## src/rtl/i2c_reg_poller.sv

```systemverilog
// i2c_reg_poller: drives i2c_master to write a register pointer then read a block, committing clean reads to a snapshot
module i2c_reg_poller #(
    parameter logic [6:0] DEVICE_ADDR = 7'h25,
    parameter logic [7:0] START_REG   = 8'h00,
    parameter int         NUM_BYTES   = 3,
    parameter int         POLL_PERIOD = 24000000,
    parameter int         MAX_RETRIES = 3
) (
    input  logic       clk,
    input  logic       reset_n,
    input  logic       enable,
    input  logic       trigger,
    output logic       i2c_ena,
    output logic [6:0] i2c_addr,
    output logic       i2c_rw,
    output logic [7:0] i2c_wdata,
    input  logic       i2c_busy,
    input  logic [7:0] i2c_rdata,
    input  logic       i2c_error,
    input  logic [3:0] rd_index,
    output logic [7:0] rd_data,
    output logic       snap_valid,
    output logic       done,
    output logic       fail,
    output logic       active,
    output logic [7:0] err_count
);
    typedef enum logic [1:0] {IDLE, START, XFER, WAIT_IDLE} state_t;

    state_t      state, state_next;
    logic        busy_last, rise, fall, pending, tick, abort;
    logic        go_start, err_fall, cap, settle, commit, go_retry, give_up;
    logic [31:0] timer;
    logic [4:0]  cmds, k;
    logic [3:0]  retry;
    logic [7:0]  shadow [16];
    logic [7:0]  snap [16];

    assign rise     = i2c_busy & ~busy_last;
    assign fall     = ~i2c_busy & busy_last;
    assign tick     = enable && POLL_PERIOD != 0 && timer == 32'(POLL_PERIOD - 1);
    assign go_start = state == IDLE && pending && !i2c_busy;
    assign err_fall = state == XFER && fall && i2c_error;
    assign cap      = state == XFER && fall && !i2c_error && cmds > 5'd1;
    assign settle   = state == WAIT_IDLE && !i2c_busy;
    assign commit   = settle && !abort;
    assign go_retry = settle && abort && int'(retry) < MAX_RETRIES;
    assign give_up  = settle && abort && !(int'(retry) < MAX_RETRIES);
    assign i2c_addr = DEVICE_ADDR;
    assign rd_data  = snap[rd_index];
    assign active   = state != IDLE;

    // next-state selection; datapath actions hang off the strobes above
    always_comb begin
        state_next = state;
        case (state)
            IDLE:      state_next = go_start ? START : IDLE;
            START:     state_next = XFER;
            XFER:      state_next = (err_fall || (cap && k == 5'(NUM_BYTES - 1))) ? WAIT_IDLE : XFER;
            WAIT_IDLE: state_next = go_retry ? START : (settle ? IDLE : WAIT_IDLE);
            default:   state_next = IDLE;
        endcase
    end

    // state register
    always_ff @(posedge clk or negedge reset_n) begin
        if (!reset_n) state <= IDLE;
        else          state <= state_next;
    end

    // busy edge history, poll timer and one-deep pending request
    always_ff @(posedge clk or negedge reset_n) begin
        if (!reset_n) begin
            busy_last <= 1'b0;
            timer     <= '0;
            pending   <= 1'b0;
        end else begin
            busy_last <= i2c_busy;
            if (enable && POLL_PERIOD != 0) timer <= tick ? '0 : timer + 32'd1;
            pending   <= !go_start && (pending || trigger || tick);
        end
    end

    // command handshake, byte capture, atomic commit and failure accounting
    always_ff @(posedge clk or negedge reset_n) begin
        if (!reset_n) begin
            i2c_ena    <= 1'b0;
            i2c_rw     <= 1'b0;
            i2c_wdata  <= '0;
            cmds       <= '0;
            k          <= '0;
            retry      <= '0;
            abort      <= 1'b0;
            done       <= 1'b0;
            fail       <= 1'b0;
            snap_valid <= 1'b0;
            err_count  <= '0;
            shadow     <= '{default: 8'h00};
            snap       <= '{default: 8'h00};
        end else begin
            done <= commit;
            fail <= give_up;
            if (go_start) retry <= '0;
            if (go_retry) retry <= retry + 4'd1;
            if (state == START) begin
                i2c_ena   <= 1'b1;
                i2c_rw    <= 1'b0;
                i2c_wdata <= START_REG;
                cmds      <= '0;
                k         <= '0;
                abort     <= 1'b0;
            end
            if (state == XFER && rise) begin
                cmds <= cmds + 5'd1;
                if (cmds == 5'(NUM_BYTES)) i2c_ena <= 1'b0;
                else                       i2c_rw  <= 1'b1;
            end
            if (err_fall) begin
                i2c_ena <= 1'b0;
                abort   <= 1'b1;
            end
            if (cap) begin
                shadow[k[3:0]] <= i2c_rdata;
                k              <= k + 5'd1;
            end
            if (commit) begin
                snap       <= shadow;
                snap_valid <= 1'b1;
            end
            if (give_up && err_count != 8'hFF) err_count <= err_count + 8'd1;
        end
    end
endmodule

```

## config.mk

```make
export PLATFORM = sky130hd
export DESIGN_NAME = i2c_reg_poller
export DESIGN_NICKNAME = d
export VERILOG_FILES = /design/src/rtl/i2c_reg_poller.sv
export SDC_FILE = /design/constraint.sdc
export NUM_CORES = 1
export LEC_CHECK = 0
export ABC_AREA = 1
export CAP_MARGIN = 5
export CORE_MARGIN = 4
export CORE_UTILIZATION = 45
export DETAILED_ROUTE_END_ITERATION = 7
export HOLD_SLACK_MARGIN = 0.05
export PLACE_DENSITY = 0.6
export SLEW_MARGIN = 20
export SYNTH_ARGS = -nofsm -noshare
export SYNTH_HDL_FRONTEND = slang
export SYNTH_SLANG_ARGS = --single-unit
```

## constraint.sdc

```tcl
create_clock -name clk -period 1.8 [get_ports clk]
set_input_delay 0.27 -clock clk [delete_from_list [all_inputs] [get_ports clk]]
set_output_delay 0.27 -clock clk [all_outputs]
set_load 0.01 [all_outputs]
```

==> metrics.md <==
| Metric | Value |
|---|---|
| Antenna violations before repair | 0 |
| Max Slew Vio Count | 0 |
| Max-slew headroom | 0.615 |
| Final Hold Viols | 0 |
| Number of inserted diodes | 0 |
| Mapped cell area | between 10000 and 15000 µm² |
| HP Class | in -> async |
| DRC | 0 |
| Vias | 12500 |
| Vias in the first global route | 12200 |
| First drt pass iteration count | 5 |
| Setup CP Type | reg -> out |
| Total track usage | 0.229 |
| Crit start category | register |
| WL/cell | 16.9 µm |
| Clock Latency Late Sink | 0.52 ns |
| CTS Buffer Depth | 3 |
| Multi-input gate area | 6040 µm² |
| Clock Skew | 0.0128 ns |
| Max-cap viol count | 0 |
| Initial core utilization | 0.457 |
| PnR worst setup slack | -0.173 ns |
| Die area | 36100 µm² |
| Arrival time at the worst endpoint | 1.70 ns |
| Detailed placer's ending HPWL | 27.0 mm |
| Area contributors post-synth | dfrtp_1 (54%), nand2_1 (18%), nand3_1 (7.1%) |
| P&R area growth vs syn | 21.1% |
| RSZ-0062 raised after global routing | true |
| # rows | 66 |
| Status | finished, violations left |
| Clock Pin Slew Worst Setup and Hold Paths | ~0.060 ns |
| CTS tree | done |
| Top FF cell, synth | dfrtp_1 |
| Max frequency | roughly 500 MHz |
| Worst slew pin tran | 0.576 ns |
| Average size of a mapped cell | 7.97 µm² |
| Share of cells above drive strength 1 | 0.135 |
| Tot Pwr | 20700 µW |
| Dpl cell area | 16500 µm² |
| Final wirelength | 41.3 mm |
| Leak Pwr | 0.00942 µW |
| # nets final | about 2000 |
| Syn Inst Count | 1872 |
| Yosys cell types | 32 |
| Max VDD drop | ~0.75 mV |
| Slowest stage delay, CP | 0.38 ns |
| Antenna Nets Post-Route | 0 |
| H-tree lvl count | 2 |
| Final setup violation count | 8 |
| Synth top cells by count | nand2_1 (712), dfrtp_1 (320), nand3_1 (212) |
| Sequential area share after synthesis | 0.537 |
| #FFs+latches synth | 320 |
| Reg-to-Reg Start | state[0]$_DFF_PN0_ |
| Final min period | 1.97 ns |
| Crit share post-route | 1.10 |
| Power per standard cell area | 1140 nW/µm² |
| Pin count of the biggest net entering global routing | 66 |
| CTS Buf Count | 36 |
| FF-to-FF End | shadow[94]$_DFFE_PN0P_ |
| Yosys top cell area share | 0.537 |
| Critical Path Sink | rd_data[0] |
| Root buffer cell | clkbuf_16 |
| Finished Cell Area | 18100 µm² |
| CP max-delay cell | dfrtp_1 |
| Cell with the most instances after synthesis | nand2_1 |
| CP startpoint | snap[104]$_DFFE_PN0P_ |
| Iteration-0 DRC Markers | 978 |
| EDFF count, synth | 0 |
| Yosys warns | 0 |
| CTS Sinks | 320 |
| Overflow after GRT | 0 |
| Yosys top cell by area | dfrtp_1 |
| R2r setup slk | 0.06 ns |
| Critical-path maximum fanout | 2 |
| Core Region | 32600 µm² |
| GPL Wtd Cong | 0.860 |
| Wire length of the first global-routing pass | 66.3 mm |
| Setup crit end kind | primary output |
| Required time worst endpoint | between 1.5 and 2 ns |
| Failing checks | negative setup slack |
| Die H | 190 µm |
| Cells on worst reg2reg path | 10 |
| Worst-path cell chain | o211ai_1 -> nand3_1 -> nand3_2 -> nand2_1 -> buf_2 |
| Async set-reset flop share out of synthesis | 1.00 |
| Setup tns final | -1.02 ns |
| Ports | 55 |
| Storage element area | between 8000 and 9000 µm² |
| Die Wd | 190 µm |
| Number of vias per cell | a little over 5 |
| Fill cell count | 3051 |
| Port buffer count | 39 |
[registers in the layout, summed over array words and instances (netlist names)]
register and count:
snap 128, timer 32, abort 1, fail 1
i2c_ena 1, busy_last 1, i2c_rw 1, done 1
cmds 5, pending 1, k 5, state 2
snap_valid 1, shadow 128, retry 4, err_count 8
[where the power goes]
part / internal, µW / switching, µW / total [µW]
sequential: 8430 / 625 / 9060
combinational: 1650 / 2860 / 4510
clock: 4200 / 2880 / 7080
total: 14300 / 6370 / 20700
[stage by stage]
stage                util  setup WS (ns)  instances  hold slack, ns
floorplan               -          0.278       1885         -0.0256
global placement    0.505         -0.429       2368           0.209
detailed placement  0.505         -0.448       2368           0.203
CTS                 0.544         -0.204       2440           0.272
global route        0.554         -0.253       2453           0.295
finish              0.554         -0.173       2453           0.262
[metal layers]
metal / track usage / part of all wire / wire length [µm]
met2: 0.368 / 0.46 / 19000
met1: 0.330 / 0.46 / 19100
met5: 0 / 0 / 0
met3: 0.0306 / 0.051 / 2100
met4: 0.0620 / 0.028 / 1160
[kinds of logic after synthesis]
group                    Yosys count  share of synthesized area
AND/OR/NAND/NOR                 1089                      0.301
buffers and inverters            249                     0.0756
other                              2                   0.000503
AO/OA/AOI/OAI                    182                     0.0666
XOR/XNOR                          21                     0.0123
adder cells (fa/ha/maj)            9                    0.00755
flip-flops                       320                      0.537
[layout make-up]
type / count / share of cell area
sequential: 320 / 0.443
multi-input combinational: 1316 / 0.334
timing repair buffer: 167 / 0.0976
clock buffer: 54 / 0.0586
inverter: 145 / 0.0314
tap: 442 / 0.0306
clock inverter: 9 / 0.00388
[worst min path at each step]
stage,startpoint,endpoint,cells after the start
after global placement,reset_n,shadow[116]$_DFFE_PN0P_,1
after global routing,reset_n,shadow[116]$_DFFE_PN0P_,2
final,reset_n,shadow[116]$_DFFE_PN0P_,2
after floorplan,reset_n,abort$_DFFE_PN0P_,0
after CTS,reset_n,shadow[116]$_DFFE_PN0P_,2
after detailed placement,reset_n,shadow[116]$_DFFE_PN0P_,1
[critical path, delay by kind of cell, from the launching register on]
family | cells | cell delay, ns
and+or+nand+nor | 3 | 0.31
AOI/OAI and AO/OA | 1 | 0.35
buffers and inverters | 1 | 0.14
DFF | 1 | 0.38
[placed cells by master (no fill, tap or decap), types with 2 or more instances in the layout]
cell type / n
a21oi_1: 39
buf_12: 28
buf_2: 7
buf_4: 92
buf_6: 6
clkbuf_1: 10
clkbuf_16: 40
clkbuf_8: 7
clkdlybuf4s50_1: 24
clkinv_2: 8
conb_1: 15
dfrtp_1: 316
dfrtp_2: 4
dlygate4sd2_1: 2
dlymetal6s2s_1: 2
ha_1: 9
inv_1: 128
inv_2: 14
nand2_1: 701
nand2_2: 12
nand2_4: 8
nand2_8: 2
nand3_1: 200
nand3_2: 12
nand4_1: 14
nor2_1: 108
nor2_2: 11
nor2_4: 6
nor3_1: 7
o211ai_1: 32
o21ai_0: 100
o21ai_1: 7
o21ai_2: 2
o22ai_1: 2
or2_2: 4
xnor2_1: 5
xor2_1: 16
[timing repair]
item / in CTS / in global routing
buffers inserted: 9 / 9
pin swaps: 30 / 17
endpoints found under the hold margin: 83 / 0
endpoints found under the setup margin: 12 / 135
resized for setup: 66 / 54
cloned: 0 / 4
hold buffers: 1 / 0
Power figures use the tool's default switching activity.
==> patch (same flow settings) <==
Add an input register stage for `enable`, `trigger`, `i2c_busy`, `i2c_rdata`, `i2c_error` and `rd_index`, without a reset; this delays them by one clock.
--- a/src/rtl/i2c_reg_poller.sv
+++ b/src/rtl/i2c_reg_poller.sv
@@ -27,6 +27,22 @@
 );
     typedef enum logic [1:0] {IDLE, START, XFER, WAIT_IDLE} state_t;
 
+    logic enable_q;
+    logic trigger_q;
+    logic i2c_busy_q;
+    logic [7:0] i2c_rdata_q;
+    logic i2c_error_q;
+    logic [3:0] rd_index_q;
+
+    always_ff @(posedge clk) begin
+        enable_q    <= enable;
+        trigger_q   <= trigger;
+        i2c_busy_q  <= i2c_busy;
+        i2c_rdata_q <= i2c_rdata;
+        i2c_error_q <= i2c_error;
+        rd_index_q  <= rd_index;
+    end
+
     state_t      state, state_next;
     logic        busy_last, rise, fall, pending, tick, abort;
     logic        go_start, err_fall, cap, settle, commit, go_retry, give_up;
@@ -36,18 +52,18 @@
     logic [7:0]  shadow [16];
     logic [7:0]  snap [16];
 
-    assign rise     = i2c_busy & ~busy_last;
-    assign fall     = ~i2c_busy & busy_last;
-    assign tick     = enable && POLL_PERIOD != 0 && timer == 32'(POLL_PERIOD - 1);
-    assign go_start = state == IDLE && pending && !i2c_busy;
-    assign err_fall = state == XFER && fall && i2c_error;
-    assign cap      = state == XFER && fall && !i2c_error && cmds > 5'd1;
-    assign settle   = state == WAIT_IDLE && !i2c_busy;
+    assign rise     = i2c_busy_q & ~busy_last;
+    assign fall     = ~i2c_busy_q & busy_last;
+    assign tick     = enable_q && POLL_PERIOD != 0 && timer == 32'(POLL_PERIOD - 1);
+    assign go_start = state == IDLE && pending && !i2c_busy_q;
+    assign err_fall = state == XFER && fall && i2c_error_q;
+    assign cap      = state == XFER && fall && !i2c_error_q && cmds > 5'd1;
+    assign settle   = state == WAIT_IDLE && !i2c_busy_q;
     assign commit   = settle && !abort;
     assign go_retry = settle && abort && int'(retry) < MAX_RETRIES;
     assign give_up  = settle && abort && !(int'(retry) < MAX_RETRIES);
     assign i2c_addr = DEVICE_ADDR;
-    assign rd_data  = snap[rd_index];
+    assign rd_data  = snap[rd_index_q];
     assign active   = state != IDLE;
 
     // next-state selection; datapath actions hang off the strobes above
@@ -75,9 +91,9 @@
             timer     <= '0;
             pending   <= 1'b0;
         end else begin
-            busy_last <= i2c_busy;
-            if (enable && POLL_PERIOD != 0) timer <= tick ? '0 : timer + 32'd1;
-            pending   <= !go_start && (pending || trigger || tick);
+            busy_last <= i2c_busy_q;
+            if (enable_q && POLL_PERIOD != 0) timer <= tick ? '0 : timer + 32'd1;
+            pending   <= !go_start && (pending || trigger_q || tick);
         end
     end
 
@@ -120,7 +136,7 @@
                 abort   <= 1'b1;
             end
             if (cap) begin
-                shadow[k[3:0]] <= i2c_rdata;
+                shadow[k[3:0]] <= i2c_rdata_q;
                 k              <= k + 5'd1;
             end
             if (commit) begin
Check against the original RTL: not equivalent (Yosys sat finds a counterexample within 4 cycles, from zero or initial values and one cycle with reset_n low).
==> patch against the original RTL <==
Design area grew 1.2%. Power shrank 5.3%. Combinational power shrank 29%. Clock power grew 9.6%. Utilization shrank 0.70 points. Sequential cell count grew 16. Register-to-register slack gained 0.05 ns. Non-clock buffer count shrank 24. Synthesized area grew 2.3%. Worst setup slack lost 0.17 ns. Wire length grew 0.51%. The flow still finishes with violations (negative setup slack).
==> patch: results (changes against the original RTL) <==
{
  "final_cells": {"value": 2467, "change": "+0.57%"},
  "postSynthAreaPerCell": {"value": 8.04, "unit": "sq um", "change": "+0.86%"},
  "cts_resized": {"value": 96, "change": "+45%"},
  "cts_inserted_buffers": {"value": 39, "change": "+8.3%"},
  "fin_ws": {"value": -0.347, "unit": "ns", "change": "-0.174 ns"},
  "worstHoldPathType": {"value": "in2reg"},
  "final.signal_buffer_count": {"value": 143, "change": "-14%"},
  "detailroute.wirelength.met3": {"value": 1.84, "unit": "mm", "change": "-12%"},
  "yosysSeqAreaShare": {"value": 0.546, "change": "+0.00915"},
  "outcome": {"value": "complete, but fails checks"},
  "irDropWorstVdd": {"value": 0.830, "unit": "mV", "change": "+10%"},
  "globalplace.congestion": {"value": 0.867, "change": "+0.85%"},
  "netlist-cell-type-count": {"value": 36, "change": "+13%"},
  "placed_cells": {"value": 2382, "change": "+0.59%"},
  "final_nets": {"value": 2020, "change": "+0.35%"},
  "grt.met1_usage": {"value": 0.348, "change": "+0.0187"},
  "async_reset_ff_frac": {"value": 0.952, "change": "-0.0476"},
  "syn_inst": {"value": 1898, "change": "+1.4%"},
  "rr_endpoint": {"value": "shadow[69]"},
  "data_arrival_time_of_the_critical_path": {"value": 1.88, "unit": "ns", "change": "+0.18 ns"},
  "grt_max_degree": {"value": 82, "change": "+24%"},
  "failed_checks": {"value": "negative setup slack"},
  "area_after_detailed_placement": {"value": 16600, "unit": "sq um", "change": "+0.50%"},
  "cellLeakagePower": {"value": 9.31, "unit": "nW", "change": "-1.1%"},
  "timing.final.setup_violations": {"value": 8, "change": "unchanged"},
  "most_frequent_cells_after_synthesis": {"value": "718 x sky130_fd_sc_hd__nand2_1, 320 x sky130_fd_sc_hd__dfrtp_1, 216 x sky130_fd_sc_hd__nand3_1"},
  "final_util": {"value": 0.547, "change": "-0.00701"},
  "critical-path-top-delay-family": {"value": "buffers and inverters"},
  "synth_xor_xnor_area_share": {"value": 0.00861, "change": "-0.00372"}
}
patch: changes by cell type after synthesis, moves of 2 or more:
cell,delta
sky130_fd_sc_hd__nand3_1,+4
sky130_fd_sc_hd__nor2_1,+9
sky130_fd_sc_hd__clkbuf_1,+3
sky130_fd_sc_hd__nand2_1,+6
sky130_fd_sc_hd__or2_2,-2
sky130_fd_sc_hd__xnor2_1,-3
sky130_fd_sc_hd__buf_1,+2
sky130_fd_sc_hd__nand4_1,-2
sky130_fd_sc_hd__xor2_1,-3
sky130_fd_sc_hd__o21bai_1,+3
sky130_fd_sc_hd__buf_2,-13
sky130_fd_sc_hd__buf_4,+5
sky130_fd_sc_hd__dfxtp_1,+16
patch: how the worst max path moves through the flow:
stage,startpoint,to,slack (ns),cells past startpoint
after global routing,rd_index_q[0],rd_data[4],-0.40,8
after detailed placement,rd_index_q[0],rd_data[2],-0.19,7
after CTS,rd_index_q[0],rd_data[3],-0.35,9
after global placement,rd_index_q[0],rd_data[3],-0.17,7
final,rd_index_q[0],rd_data[5],-0.35,8
after floorplan,cmds[0],k[4],0.28,8
patch: power by group through the flow:
stage | Combinational (W) | Sequential (W) | Clock, W
after floorplan | 0.00173 | 0.00863 | 0
after global placement | 0.00292 | 0.00870 | 0
after detailed placement | 0.00297 | 0.00870 | 0
after CTS | 0.00313 | 0.00858 | 0.00794
after global routing | 0.00362 | 0.00868 | 0.00830
final | 0.00321 | 0.00859 | 0.00776
patch: logic make-up (layout without fill, tap and decap cells):
family	after synthesis	after routing
xor+xnor	15	15
compound gates	187	187
simple gates	1102	1102
flops	336	336
fa+ha+maj	9	9
buf+inv	247	355
other cells	2	15
